`config.mk`:
```
export PLATFORM = sky130hd
export DESIGN_NAME = mc_main_control
export DESIGN_NICKNAME = d
export VERILOG_FILES = /design/src/rtl/mips_ctrl_pkg.sv /design/src/rtl/mc_ctrl_outdec.sv /design/src/rtl/mc_main_control.sv
export SDC_FILE = /design/constraint.sdc
export NUM_CORES = 1
export LEC_CHECK = 0
export BUFFER_PORTS_ARGS = -buffer_cell sky130_fd_sc_hd__buf_4
export CAP_MARGIN = 20
export CORE_MARGIN = 1
export CORE_UTILIZATION = 44
export CTS_CLUSTER_DIAMETER = 50
export DETAILED_ROUTE_END_ITERATION = 10
export PLACE_DENSITY = 0.75
export SETUP_SLACK_MARGIN = 0.2
export SLEW_MARGIN = 30
export SYNTH_ARGS = -nofsm -noshare
export SYNTH_HDL_FRONTEND = slang
export SYNTH_SLANG_ARGS = --single-unit
```
`constraint.sdc`:
```
create_clock -name clk -period 1.8 [get_ports clk]
set_input_delay 0.54 -clock clk [delete_from_list [all_inputs] [get_ports clk]]
set_output_delay 0.54 -clock clk [all_outputs]
set_load 0.05 [all_outputs]
```
`src/rtl/mips_ctrl_pkg.sv`:
```
// Shared encodings for the multicycle MIPS control path: FSM states, opcodes
// and the select codes driven onto the datapath muxes.
package mips_ctrl_pkg;

  typedef enum logic [3:0] {
    S_FETCH   = 4'd0,
    S_DECODE  = 4'd1,
    S_MEMADR  = 4'd2,
    S_MEMRD   = 4'd3,
    S_MEMWB   = 4'd4,
    S_MEMWR   = 4'd5,
    S_RTYPEEX = 4'd6,
    S_RTYPEWB = 4'd7,
    S_BEQEX   = 4'd8,
    S_ADDIEX  = 4'd9,
    S_ORIEX   = 4'd10,
    S_IMMWB   = 4'd11,
    S_JEX     = 4'd12
  } state_t;

  localparam logic [5:0] OP_RTYPE = 6'b000000;
  localparam logic [5:0] OP_LW    = 6'b100011;
  localparam logic [5:0] OP_SW    = 6'b101011;
  localparam logic [5:0] OP_BEQ   = 6'b000100;
  localparam logic [5:0] OP_ADDI  = 6'b001000;
  localparam logic [5:0] OP_ORI   = 6'b001101;
  localparam logic [5:0] OP_J     = 6'b000010;

  localparam logic [2:0] SRCB_REGB    = 3'b000;
  localparam logic [2:0] SRCB_FOUR    = 3'b001;
  localparam logic [2:0] SRCB_SIMM    = 3'b010;
  localparam logic [2:0] SRCB_SIMM_SH = 3'b011;
  localparam logic [2:0] SRCB_ZIMM    = 3'b100;

  localparam logic [2:0] WB_ALUOUT = 3'b000;
  localparam logic [2:0] WB_MDR    = 3'b001;

  localparam logic [1:0] ALUOP_ADD   = 2'b00;
  localparam logic [1:0] ALUOP_SUB   = 2'b01;
  localparam logic [1:0] ALUOP_FUNCT = 2'b10;
  localparam logic [1:0] ALUOP_OR    = 2'b11;

  localparam logic [1:0] PCSRC_ALU    = 2'b00;
  localparam logic [1:0] PCSRC_ALUOUT = 2'b01;
  localparam logic [1:0] PCSRC_JUMP   = 2'b10;

  function automatic logic op_supported(input logic [5:0] op);
    case (op)
      OP_RTYPE, OP_LW, OP_SW, OP_BEQ, OP_ADDI, OP_ORI, OP_J: op_supported = 1'b1;
      default:                                               op_supported = 1'b0;
    endcase
  endfunction

endpackage

```
`src/rtl/mc_ctrl_outdec.sv`:
```
// Combinational state-to-control decoder. Reset presents FETCH controls with
// the PC/IR loads suppressed so nothing is captured while reset is held.
module mc_ctrl_outdec
  import mips_ctrl_pkg::*;
(
  input  state_t     i_state,
  input  logic       i_reset,
  input  logic [5:0] i_opcode,
  input  logic       i_zero,
  input  logic       i_mem_ready,
  output logic       o_iord,
  output logic       o_memwrite,
  output logic       o_irwrite,
  output logic       o_regwrite,
  output logic       o_regdst,
  output logic       o_alusrca,
  output logic [2:0] o_alusrcb,
  output logic [2:0] o_wb_sel,
  output logic [1:0] o_aluop,
  output logic [1:0] o_pcsrc,
  output logic       o_pcwrite,
  output logic       o_illegal_op
);

  state_t w_state;

  assign w_state = i_reset ? S_FETCH : i_state;

  always_comb begin
    o_iord       = 1'b0;
    o_memwrite   = 1'b0;
    o_irwrite    = 1'b0;
    o_regwrite   = 1'b0;
    o_regdst     = 1'b0;
    o_alusrca    = 1'b0;
    o_alusrcb    = SRCB_REGB;
    o_wb_sel     = WB_ALUOUT;
    o_aluop      = ALUOP_ADD;
    o_pcsrc      = PCSRC_ALU;
    o_pcwrite    = 1'b0;
    o_illegal_op = 1'b0;
    case (w_state)
      S_FETCH: begin
        o_alusrcb = SRCB_FOUR;
        o_irwrite = i_mem_ready & ~i_reset;
        o_pcwrite = i_mem_ready & ~i_reset;
      end
      S_DECODE: begin
        o_alusrcb    = SRCB_SIMM_SH;
        o_illegal_op = ~op_supported(i_opcode);
      end
      S_MEMADR: begin
        o_alusrca = 1'b1;
        o_alusrcb = SRCB_SIMM;
      end
      S_MEMRD: o_iord = 1'b1;
      S_MEMWB: begin
        o_wb_sel   = WB_MDR;
        o_regwrite = 1'b1;
      end
      S_MEMWR: begin
        o_iord     = 1'b1;
        o_memwrite = 1'b1;
      end
      S_RTYPEEX: begin
        o_alusrca = 1'b1;
        o_aluop   = ALUOP_FUNCT;
      end
      S_RTYPEWB: begin
        o_regdst   = 1'b1;
        o_regwrite = 1'b1;
      end
      S_BEQEX: begin
        o_alusrca = 1'b1;
        o_aluop   = ALUOP_SUB;
        o_pcsrc   = PCSRC_ALUOUT;
        o_pcwrite = i_zero;
      end
      S_ADDIEX: begin
        o_alusrca = 1'b1;
        o_alusrcb = SRCB_SIMM;
      end
      S_ORIEX: begin
        o_alusrca = 1'b1;
        o_alusrcb = SRCB_ZIMM;
        o_aluop   = ALUOP_OR;
      end
      S_IMMWB: o_regwrite = 1'b1;
      S_JEX: begin
        o_pcsrc   = PCSRC_JUMP;
        o_pcwrite = 1'b1;
      end
      default: ;
    endcase
  end

endmodule

```
`src/rtl/mc_main_control.sv`:
```
// Main control FSM of the multicycle MIPS datapath: state register and
// next-state logic; control outputs come from mc_ctrl_outdec.
module mc_main_control
  import mips_ctrl_pkg::*;
#(
  parameter bit MEM_WAIT_EN = 1'b1
) (
  input  logic       clk,
  input  logic       reset,
  input  logic [5:0] opcode,
  input  logic       mem_ready,
  input  logic       zero,
  output logic       iord,
  output logic       memwrite,
  output logic       irwrite,
  output logic       regwrite,
  output logic       regdst,
  output logic       alusrca,
  output logic [2:0] alusrcb,
  output logic [2:0] wb_sel,
  output logic [1:0] aluop,
  output logic [1:0] pcsrc,
  output logic       pcwrite,
  output logic       illegal_op,
  output logic [3:0] state_dbg
);

  state_t r_state;
  state_t w_next;
  logic   w_mem_ready;

  // With waiting disabled every memory access is assumed to finish at once.
  assign w_mem_ready = MEM_WAIT_EN ? mem_ready : 1'b1;
  assign state_dbg   = r_state;

  always_comb begin
    w_next = S_FETCH;
    case (r_state)
      S_FETCH:  w_next = w_mem_ready ? S_DECODE : S_FETCH;
      S_DECODE: begin
        case (opcode)
          OP_LW, OP_SW: w_next = S_MEMADR;
          OP_RTYPE:     w_next = S_RTYPEEX;
          OP_BEQ:       w_next = S_BEQEX;
          OP_ADDI:      w_next = S_ADDIEX;
          OP_ORI:       w_next = S_ORIEX;
          OP_J:         w_next = S_JEX;
          default:      w_next = S_FETCH;
        endcase
      end
      S_MEMADR:  w_next = (opcode == OP_LW) ? S_MEMRD : S_MEMWR;
      S_MEMRD:   w_next = w_mem_ready ? S_MEMWB : S_MEMRD;
      S_MEMWB:   w_next = S_FETCH;
      S_MEMWR:   w_next = w_mem_ready ? S_FETCH : S_MEMWR;
      S_RTYPEEX: w_next = S_RTYPEWB;
      S_RTYPEWB: w_next = S_FETCH;
      S_BEQEX:   w_next = S_FETCH;
      S_ADDIEX:  w_next = S_IMMWB;
      S_ORIEX:   w_next = S_IMMWB;
      S_IMMWB:   w_next = S_FETCH;
      S_JEX:     w_next = S_FETCH;
      default:   w_next = S_FETCH;
    endcase
  end

  always_ff @(posedge clk) begin
    if (reset) r_state <= S_FETCH;
    else       r_state <= w_next;
  end

  mc_ctrl_outdec u_outdec (
    .i_state      (r_state),
    .i_reset      (reset),
    .i_opcode     (opcode),
    .i_zero       (zero),
    .i_mem_ready  (w_mem_ready),
    .o_iord       (iord),
    .o_memwrite   (memwrite),
    .o_irwrite    (irwrite),
    .o_regwrite   (regwrite),
    .o_regdst     (regdst),
    .o_alusrca    (alusrca),
    .o_alusrcb    (alusrcb),
    .o_wb_sel     (wb_sel),
    .o_aluop      (aluop),
    .o_pcsrc      (pcsrc),
    .o_pcwrite    (pcwrite),
    .o_illegal_op (illegal_op)
  );

endmodule

```
==> summary.txt, run 1 <==
Synth top area share: 0.128
Initial core utilization: 0.476
Final GP Congestion: 0.821
Setup bufs post-CTS: 19
Top cell type by total area after synthesis: dfxtp_1
Post-synthesis register bit count: 4
Ys async rst share: 0
Worst slack, placed: -0.520 ns
Dominant synthesized flop cell: dfxtp_1
Clock tree buffer depth: 2
Run Error: [ERROR DPL-0038] Utilization greater than 100%, impossible to legalize
Cell variety after synth: 37
FP Rows: 13
Netlist Area Pre-Place: 627 sq um
Num CTS Buffers: 3
Chip height: 39.7 um
Post-DP Area: 1260 sq um
H-tree Lvls: 1
Average instance area after synthesis: 6.81 sq um
Stopped at: clock tree synthesis
Status: did not finish
I/O pin count: 32
Register area share after synthesis: 0.128
Post-Synthesis Cells: 92
Post-cts resize count: 81
Post-synth EDFFs: 0
Synth top area cells: dfxtp_1, nor2_1, nor4_1, nor3_1, nand2b_1
Ys Warns: 0
Die width: 39.7 um
CTS root buffer: clkbuf_4
Dpl hpwl: 2.42 mm
Hold buffer count at CTS: 0
Clk sinks: 4
Port Buffers: 29
## cell usage after synthesis (2+ instances only)
| library cell | instances |
|---|---|
| a21oi_1 | 4 |
| and3_1 | 4 |
| buf_2 | 3 |
| buf_4 | 3 |
| clkbuf_1 | 3 |
| dfxtp_1 | 4 |
| nand2_1 | 5 |
| nand2b_1 | 5 |
| nand3b_1 | 2 |
| nor2_1 | 10 |
| nor2b_1 | 3 |
| nor3_1 | 7 |
| nor4_1 | 6 |
| o21ai_0 | 4 |
| o22ai_1 | 3 |
| o31a_1 | 2 |
| or2_2 | 2 |
| xnor2_1 | 2 |
| xor2_1 | 2 |
## logic make-up after synthesis
group | Yosys count | share of synthesized area
XOR/XNOR | 4 | 0.0559
buffers and inverters | 10 | 0.0838
AO/OA/AOI/OAI | 20 | 0.218
other | 1 | 0.00598
flip-flops | 4 | 0.128
AND/OR/NAND/NOR | 52 | 0.493
adder cells (fa/ha/maj) | 1 | 0.0160
## through the flow
stage               TNS, ns   util  std cells
floorplan             -1.77      -         93
global placement     -0.545  0.959        155
detailed placement    -1.10  0.959        155
==> run 2: changes to the inputs <==
--- a/config.mk
+++ b/config.mk
@@ -7,12 +7,10 @@
 export LEC_CHECK = 0
 export BUFFER_PORTS_ARGS = -buffer_cell sky130_fd_sc_hd__buf_4
 export CAP_MARGIN = 20
-export CORE_MARGIN = 1
-export CORE_UTILIZATION = 44
-export CTS_CLUSTER_DIAMETER = 50
+export CORE_AREA = 2 2 63 65
 export DETAILED_ROUTE_END_ITERATION = 10
-export PLACE_DENSITY = 0.75
-export SETUP_SLACK_MARGIN = 0.2
+export DIE_AREA = 0 0 65 67
+export PLACE_DENSITY_LB_ADDON = 0.15
 export SLEW_MARGIN = 30
 export SYNTH_ARGS = -nofsm -noshare
 export SYNTH_HDL_FRONTEND = slang
==> summary.txt, run 2 <==
Die area: 4360 sq um
Reg-to-Reg Start: state_dbg[1]$_SDFF_PP0_
Drt first pass iters: 4
Dpl hpwl: 1.95 mm
PwrDens: 279 nW/um^2
H-tree Lvls: 1
CP max FO: 2
Final setup vio count: 15
Fin Setup TNS: -1.16 ns
First-pass GRT wire length: 4.20 mm
Post-route cell area: 1910 sq um
Layout area overhead: 204%
Post-synth EDFFs: 0
Antenna-violating nets left: 0
Clk sinks: 4
Post-Synthesis Cells: 92
RR Endpoint: state_dbg[0]$_SDFF_PP0_
Dominant synthesized flop cell: dfxtp_1
Top cell type by total area after synthesis: dfxtp_1
Worst Setup End Kind: output pin
Ys async rst share: 0
Pins Over Slew Limit: 0
Final WL: 2.82 mm
Inst Count DP: 196
Total grt overflow: 0
WP data arrival: 1.58 ns
ANT cells: 0
Count leader, synth: nor2_1
Hold Path Class: in2reg
CTS root buffer: clkbuf_8
Worst hold path depth: 4
CTS tree: yes
Kind of critical path: reg2out
Required time of the critical path: 1.26 ns
Initial core utilization: 0.174
Initial antenna violation count: 0
Post-Route Skew: 0.000506 ns
Final GP Congestion: 0.836
Layout cells sized above 1: 0.800
Worst hold endpoint: state_dbg[3]$_SDFF_PP0_
Fillers: 331
Post-synthesis register bit count: 4
VDD IR max: 0.302 mV
RSZ-0062 raised after global routing: true
Cell variety after synth: 37
Die width: 65 um
Leakage: 0.766 nW
Commonest non-fill, non-tap cell in the layout: buf_4
Critical Path Start Type: flip-flop
Max Fclk: 472 MHz
Worst hold slack: 0.780 ns
Ys Warns: 0
Power, Total: 0.000531 W
Tcrit/Tclk final: 1.18
Final hold violation count: 0
DRT iter0 DRCs: 40
Post-DP Area: 1360 sq um
Failing checks: negative setup slack
FP Rows: 22
Port Buffers: 29
Reg2reg setup slack: 0.07 ns
Chip height: 67 um
Synth top area cells: dfxtp_1, nor2_1, nor4_1, nor3_1, nand2b_1
Num CTS Buffers: 3
# DRC: 0
Core footprint: 3610 sq um
Layout Nets: 182
Average instance area after synthesis: 6.81 sq um
GRT Overall Usage: 0.123
Worst setup margin: -0.317 ns
Vias in the first global route: 947
Top post-synthesis cells by count: nor2_1, nor3_1, nor4_1
Synth top area share: 0.128
Clock tree buffer depth: 2
Status: finished, violations left
Netlist Area Pre-Place: 627 sq um
Largest register FFs: 4
Register area share after synthesis: 0.128
Largest net degree at the start of global routing: 14
I/O pin count: 32
Clock-pin slew on the worst setup and hold paths: 0.03 ns
Clock Latency Late Sink: 0.21 ns
MaxCap Viol Count: 0
Via count: 982
Wire per inst: 12.9 um
Hold path startpoint: opcode[4]
Fin crit period: 2.12 ns
R2R cell count: 8
Fin cells: 218
Most frequent cells in the layout: buf_4, buf_6, buf_8
Via density: 4.50
-- run 2: area by class of cell --
| cell class | count | area (sq um) | share of cell area |
|---|---|---|---|
| sequential | 4 | 95.1 | 0.0499 |
| clock buffer | 3 | 41.3 | 0.0217 |
| tap | 48 | 60.1 | 0.0315 |
| multi-input combinational | 79 | 838 | 0.440 |
| inverter | 1 | 3.75 | 0.00197 |
| timing repair buffer | 83 | 867 | 0.455 |
-- run 2: worst max-delay path by stage --
stage,from,end,slack (ns)
2_1_floorplan,state_dbg[0]$_SDFF_PP0_,illegal_op,-0.45
3_3_place_gp,opcode[3],illegal_op,-0.38
3_5_place_dp,opcode[3],illegal_op,-0.40
4_1_cts,state_dbg[3]$_SDFF_PP0_,illegal_op,-0.32
5_1_grt,opcode[3],illegal_op,-0.39
6_report,state_dbg[3]$_SDFF_PP0_,illegal_op,-0.32
-- run 2: report_power, final --
group	switching [W]	total, W	internal, W
clock network	0.0000399	0.000182	0.000142
logic	0.000129	0.000260	0.000132
registers	0.00000200	0.0000889	0.0000869
-- run 2: per-layer routing --
layer,up-vias,GRT usage,share of wire
met5,-,0,0
met4,0,0.0319,0
met3,0,0.00676,0.027
met2,19,0.219,0.53
met1,465,0.160,0.44
li1,498,-,-
-- run 2: logic make-up (layout without fill, tap and decap cells) --
kind of cell    Yosys count  count (layout)  share of synthesized area
compound gates           20              20                      0.218
xor+xnor                  4               4                     0.0559
fa+ha+maj                 1               1                     0.0160
buf+inv                  10              87                     0.0838
flops                     4               4                      0.128
other cells               1               2                    0.00598
simple gates             52              52                      0.493
-- run 2: stage by stage --
step / util / worst slack, ns
floorplan: - / -0.449
global placement: 0.377 / -0.383
detailed placement: 0.377 / -0.401
CTS: 0.449 / -0.323
global route: 0.528 / -0.395
finish: 0.528 / -0.317
-- run 2: timing repair --
action,4_1_cts,5_1_grt
endpoints found under the setup margin,17,16
setup buffers,5,13
pin swaps,6,15
gates cloned,1,0
resized for setup,38,47
hold buffers,0,0
-- run 2: critical path, cell delays in order (launching register included) --
cell	delay, ns
dfxtp_4	0.34
or4b_4	0.56
nor4_4	0.27
buf_6	0.19
Power figures use the tool's default switching activity.
